File: src/rtl/mux2_stream_arbiter_if.sv
// mux2_stream_arbiter_if: two valid/ready requester streams muxed onto one
// output stream, plus the registered select and one-hot grant.
interface mux2_stream_arbiter_if #(
    parameter int WIDTH = 64
);
    logic             in0_valid;
    logic             in1_valid;
    logic [WIDTH-1:0] in0_data;
    logic [WIDTH-1:0] in1_data;
    logic             in0_last;
    logic             in1_last;
    logic             in0_ready;
    logic             in1_ready;
    logic             out_valid;
    logic [WIDTH-1:0] out_data;
    logic             out_last;
    logic             out_ready;
    logic             sel;
    logic [1:0]       grant;

    modport master (
        output in0_valid, in1_valid, in0_data, in1_data, in0_last, in1_last, out_ready,
        input  in0_ready, in1_ready, out_valid, out_data, out_last, sel, grant
    );

    modport slave (
        input  in0_valid, in1_valid, in0_data, in1_data, in0_last, in1_last, out_ready,
        output in0_ready, in1_ready, out_valid, out_data, out_last, sel, grant
    );
endinterface

File: src/rtl/mux2_stream_arbiter.sv
// mux2_stream_arbiter: round-robin packet arbiter between two streams, holding
// ownership until last or MAX_BURST beats, with one idle cycle between grants.
module mux2_stream_arbiter #(
    parameter int WIDTH     = 64,
    parameter int MAX_BURST = 4
) (
    input logic                   clk,
    input logic                   reset_n,
    mux2_stream_arbiter_if.slave  bus
);
    localparam int CW = $clog2(MAX_BURST + 1);
    localparam logic [CW-1:0] MAX_CNT = CW'(MAX_BURST);

    typedef enum logic [1:0] {IDLE, OWN0, OWN1} state_t;

    state_t           state_q;
    logic             sel_q;
    logic             prio_q;
    logic [CW-1:0]    cnt_q;
    logic [CW-1:0]    cnt_d;
    logic [1:0]       grant_q;
    logic             own;
    logic             cur_valid;
    logic             cur_last;
    logic             xfer;
    logic             rel;
    logic [WIDTH-1:0] mux_data;

    // Data and handshake pass straight through from the owner; nothing is stored.
    assign own           = state_q != IDLE;
    assign cur_valid     = sel_q ? bus.in1_valid : bus.in0_valid;
    assign cur_last      = sel_q ? bus.in1_last : bus.in0_last;
    assign mux_data      = sel_q ? bus.in1_data : bus.in0_data;
    assign bus.out_data  = mux_data;
    assign bus.out_valid = own & cur_valid;
    assign bus.out_last  = own & cur_last;
    assign bus.in0_ready = (state_q == OWN0) & bus.out_ready;
    assign bus.in1_ready = (state_q == OWN1) & bus.out_ready;
    assign bus.sel       = sel_q;
    assign bus.grant     = grant_q;
    assign xfer          = bus.out_valid & bus.out_ready;
    assign cnt_d         = cnt_q + CW'(1);
    assign rel           = xfer & (cur_last | (cnt_d == MAX_CNT));

    always_ff @(posedge clk or negedge reset_n) begin
        if (!reset_n) begin
            state_q <= IDLE;
            sel_q   <= 1'b0;
            prio_q  <= 1'b1;
            cnt_q   <= '0;
            grant_q <= 2'b00;
        end else begin
            case (state_q)
                IDLE: begin
                    // On a tie the port that did not own last time wins.
                    if (bus.in0_valid && (!bus.in1_valid || prio_q)) begin
                        state_q <= OWN0;
                        sel_q   <= 1'b0;
                        grant_q <= 2'b01;
                    end else if (bus.in1_valid) begin
                        state_q <= OWN1;
                        sel_q   <= 1'b1;
                        grant_q <= 2'b10;
                    end
                end
                default: begin
                    if (rel) begin
                        state_q <= IDLE;
                        grant_q <= 2'b00;
                        prio_q  <= sel_q;
                        cnt_q   <= '0;
                    end else if (xfer) begin
                        cnt_q <= cnt_d;
                    end
                end
            endcase
        end
    end
endmodule

File: src/flat_wrapper.sv
// flat-port wrapper written by rule: the top's interface ports become plain ports
module mux2_stream_arbiter_flat 
#(
    parameter int WIDTH     = 64,
    parameter int MAX_BURST = 4
)
  (clk, reset_n, bus_in0_valid, bus_in1_valid, bus_in0_data, bus_in1_data, bus_in0_last, bus_in1_last, bus_out_ready, bus_in0_ready, bus_in1_ready, bus_out_valid, bus_out_data, bus_out_last, bus_sel, bus_grant);
  mux2_stream_arbiter_if #(.WIDTH(WIDTH)) bus_i ();
  input logic clk;
  input logic reset_n;
  input wire logic [$bits(bus_i.in0_valid)-1:0] bus_in0_valid;
  input wire logic [$bits(bus_i.in1_valid)-1:0] bus_in1_valid;
  input wire logic [$bits(bus_i.in0_data)-1:0] bus_in0_data;
  input wire logic [$bits(bus_i.in1_data)-1:0] bus_in1_data;
  input wire logic [$bits(bus_i.in0_last)-1:0] bus_in0_last;
  input wire logic [$bits(bus_i.in1_last)-1:0] bus_in1_last;
  input wire logic [$bits(bus_i.out_ready)-1:0] bus_out_ready;
  output wire logic [$bits(bus_i.in0_ready)-1:0] bus_in0_ready;
  output wire logic [$bits(bus_i.in1_ready)-1:0] bus_in1_ready;
  output wire logic [$bits(bus_i.out_valid)-1:0] bus_out_valid;
  output wire logic [$bits(bus_i.out_data)-1:0] bus_out_data;
  output wire logic [$bits(bus_i.out_last)-1:0] bus_out_last;
  output wire logic [$bits(bus_i.sel)-1:0] bus_sel;
  output wire logic [$bits(bus_i.grant)-1:0] bus_grant;
  assign bus_i.in0_valid = bus_in0_valid;
  assign bus_i.in1_valid = bus_in1_valid;
  assign bus_i.in0_data = bus_in0_data;
  assign bus_i.in1_data = bus_in1_data;
  assign bus_i.in0_last = bus_in0_last;
  assign bus_i.in1_last = bus_in1_last;
  assign bus_i.out_ready = bus_out_ready;
  assign bus_in0_ready = bus_i.in0_ready;
  assign bus_in1_ready = bus_i.in1_ready;
  assign bus_out_valid = bus_i.out_valid;
  assign bus_out_data = bus_i.out_data;
  assign bus_out_last = bus_i.out_last;
  assign bus_sel = bus_i.sel;
  assign bus_grant = bus_i.grant;
  mux2_stream_arbiter #(.WIDTH(WIDTH), .MAX_BURST(MAX_BURST)) u_core (.clk(clk), .reset_n(reset_n), .bus(bus_i));
endmodule
File: config.mk
export PLATFORM = sky130hd
export DESIGN_NAME = mux2_stream_arbiter_flat
export DESIGN_NICKNAME = d
export VERILOG_FILES = /design/src/rtl/mux2_stream_arbiter_if.sv /design/src/rtl/mux2_stream_arbiter.sv /design/src/flat_wrapper.sv
export SDC_FILE = /design/constraint.sdc
export NUM_CORES = 1
export LEC_CHECK = 0
export ABC_AREA = 1
export CAP_MARGIN = 20
export CORE_AREA = 2 2 81 83
export CTS_CLUSTER_SIZE = 14
export DETAILED_ROUTE_END_ITERATION = 6
export DIE_AREA = 0 0 83 85
export PLACE_DENSITY = 0.76
export SLEW_MARGIN = 10
export SYNTH_ARGS = -nofsm -noshare
export SYNTH_HDL_FRONTEND = slang
export SYNTH_SLANG_ARGS = --single-unit
File: constraint.sdc
create_clock -name clk -period 2.14 [get_ports clk]
set_input_delay 0.321 -clock clk [delete_from_list [all_inputs] [get_ports clk]]
set_output_delay 0.321 -clock clk [all_outputs]
set_load 0.02 [all_outputs]
==> impl_metrics.json <==
{
  "grt.total_usage": 0.160,
  "io_pins": 206,
  "cap_violations": 0,
  "worst_hold_path_type": "in2async",
  "synth_top_family_by_area": "simple AND/OR/NAND/NOR gates",
  "fin_skew_ps": 2.62,
  "nFillCells": 583,
  "maxSlewHeadroom": 0.789,
  "power_frac_comb": 0.885,
  "cts.sinks": 7,
  "final-seq-area_sq_um": 178,
  "syn_area_per_cell_sq_um": 4.58,
  "crit_top_cell": "nand2_1",
  "seq_area_frac_synth": 0.145,
  "io_buffers": 205,
  "critPathMaxStageDelay_ps": 590,
  "grt_overflow": 0,
  "hold_viol": 0,
  "maxSlewViolCount": 0,
  "layout-drive-gt1-share": 0.0280,
  "cts_max_level": 1,
  "via_count": 2286,
  "pre_cts_slack_ps": 95.4,
  "antenna_found_initial": 0,
  "final_core_util": 0.558,
  "worstPathArrival_ps": 1750,
  "row_count": 29,
  "syn_to_final_growth_pct": 184,
  "grt_pass1_wl_um": 9680,
  "grt_max_degree": 47,
  "synth_xor_area_frac": 0,
  "cts_resized": 0,
  "finalPower_uw": 3760,
  "period_share": 0.969,
  "post-cts-setup-buffers": 0,
  "p_seq_frac": 0.067,
  "critical_path_required_ps": 1820,
  "core_sq_mm": 0.00620,
  "dieArea_sq_mm": 0.00706,
  "synthMuxAreaShare": 0,
  "drt-pass1-iter-count": 4,
  "clk_pin_slew_ps": 40,
  "cts_root_buffer": "clkbuf_8",
  "via_per_inst": 4.22,
  "grt_pass1_vias": 2196,
  "clock_path_buffers": 2,
  "drcViolationCount": 0,
  "critPathTopFamily": "buffers and inverters",
  "start_util": 0.196,
  "status": "completed",
  "fin_ws_ps": 65.6,
  "cp_max_fo": 42,
  "synth-simple-area-share": 0.721,
  "yosysWarnings": 0,
  "fmax_ghz": 0.482,
  "slowest_stage": "clkdlybuf4s50_1",
  "antenna_cells": 0,
  "multiInputGateArea_sq_um": 923,
  "fin_cells": 542,
  "clkPwrFrac": 0.048,
  "crit_chain": "inv_2 -> buf_12 -> nand2_1 -> nand2_1 -> clkdlybuf4s50_1",
  "finalNetCount": 603,
  "power_leakage_uw": 0.00192,
  "cts_buffers": 3,
  "postRouteAntennaNets": 0,
  "finalSetupViolations": 0,
  "syn-instance-count": 266,
  "synth_adder_area_share": 0.0206,
  "vdd_drop_max_mv": 0.736,
  "p_sw_uw": 1910,
  "globalplace.congestion": 0.780,
  "synth-compound-area-share": 0.0164,
  "tightest_slew_ps": 316,
  "synth.distinct_cells": 18,
  "placed_cells": 538,
  "crit_buf_inv": 3,
  "p_sw_frac": 0.508,
  "die_y_um": 85,
  "detailed_place_hpwl_um": 5120,
  "die_w_um": 83,
  "syn-cell-area_sq_mm": 0.00122,
  "p_per_area_mw_per_mm2": 1090,
  "ys_ff_latch": 7,
  "final.min_clock_period_ps": 2070,
  "wirelength_um": 6110,
  "cts_tree": "done",
  "drt_iter0_markers": 59,
  "routedWlPerCell_um": 11.3,
  "internal-power_uw": 1850,
  "clk_latency_ps": 220,
  "cts_hold_buf": 0,
  "syn_nets": 403,
  "critPathCaptureType": "output pin",
  "path_class": "reg2out",
  "start_kind": "flop"
}
-- power groups by stage --
stage / sequential [uW] / clock, uW / combinational (uW)
6_report: 252 / 182 / 3330
3_5_place_dp: 254 / 0 / 3400
2_1_floorplan: 279 / 0 / 1720
4_1_cts: 253 / 185 / 3410
3_3_place_gp: 253 / 0 / 3370
5_1_grt: 262 / 191 / 3590
-- synth_stat cells, drive strengths merged --
| cell type | count | share of area |
|---|---|---|
| ha | 2 | 0.021 |
| or2 | 1 | 0.0051 |
| nand2 | 218 | 0.67 |
| a21oi | 1 | 0.0041 |
| nor2 | 4 | 0.014 |
| nor3 | 2 | 0.0082 |
| nand3 | 3 | 0.016 |
| inv | 10 | 0.031 |
| and2 | 1 | 0.0051 |
| clkbuf | 2 | 0.0062 |
| dfstp | 1 | 0.022 |
| o21ai | 3 | 0.012 |
| dfrtp | 6 | 0.12 |
| buf | 12 | 0.060 |
-- per-stage QoR --
| step | setup TNS (ps) | area [sq um] | hold slack (ps) |
|---|---|---|---|
| final | 0 | 3460 | 356 |
| after global routing | -4.83 | 3460 | 392 |
| after CTS | 0 | 3400 | 355 |
| after detailed placement | 0 | 3350 | 463 |
| after global placement | 0 | 3350 | 458 |
| after floorplan | 0 | 1220 | 25.4 |
-- metal layers --
layer	share of wire	GRT usage	vias to the layer above
li1	-	-	1184
met1	0.38	0.170	956
met2	0.51	0.309	138
met3	0.095	0.0486	8
met4	0.014	0.0402	0
met5	0	0	-
-- cells in the final DEF (no fill, tap or decap), types with 2 or more instances in the layout --
| cell type | n |
|---|---|
| buf_12 | 3 |
| clkbuf_8 | 3 |
| clkdlybuf4s50_1 | 180 |
| dfrtp_1 | 5 |
| dlymetal6s2s_1 | 25 |
| ha_1 | 2 |
| inv_1 | 9 |
| nand2_1 | 218 |
| nand3_1 | 2 |
| nor2_1 | 3 |
| nor3_1 | 2 |
| o21ai_0 | 3 |
-- worst paths after layout --
check	startpoint	to	slack (ps)	depth (start not counted)
min reg2reg	u_core.prio_q$_DFFE_PN1P_	u_core.prio_q$_DFFE_PN1P_	470	2
max in group asynchronous	reset_n	u_core.prio_q$_DFFE_PN1P_	1500	1
min in group clk	u_core.prio_q$_DFFE_PN1P_	u_core.prio_q$_DFFE_PN1P_	470	2
min	reset_n	u_core.state_q[0]$_DFFE_PN0P_	360	1
max reg2reg	u_core.bus.sel$_DFFE_PN0P_	u_core.cnt_q[2]$_DFFE_PN0P_	810	6
max	u_core.bus.sel$_DFFE_PN0P_	bus_out_data[6]	70	5
-- cells by family after synthesis --
kind of cell	count (synthesis)
flip-flops	7
AO/OA/AOI/OAI	4
adder cells (fa/ha/maj)	2
AND/OR/NAND/NOR	229
buffers and inverters	24
-- cell type report --
class / instances / area share
Clock buffer: 4 / 0.0130
Tap cell: 77 / 0.0278
Multi-Input combinational cell: 235 / 0.267
Sequential cell: 7 / 0.0513
Timing Repair Buffer: 209 / 0.630
Inverter: 10 / 0.0108
-- registers in the layout, summed over array words and instances (netlist names) --
register and flops:
u_core.state_q 2, u_core.cnt_q 3, u_core.bus.sel 1, u_core.prio_q 1
-- worst reg2reg max path, stage by stage (launching register included) --
cell and delay, ps:
dfrtp_2 430, buf_12 190, o21ai_0 250, nand2_1 150, nor2_2 140, nand2_1 60
nand2_1 60
Power figures use the tool's default switching activity.
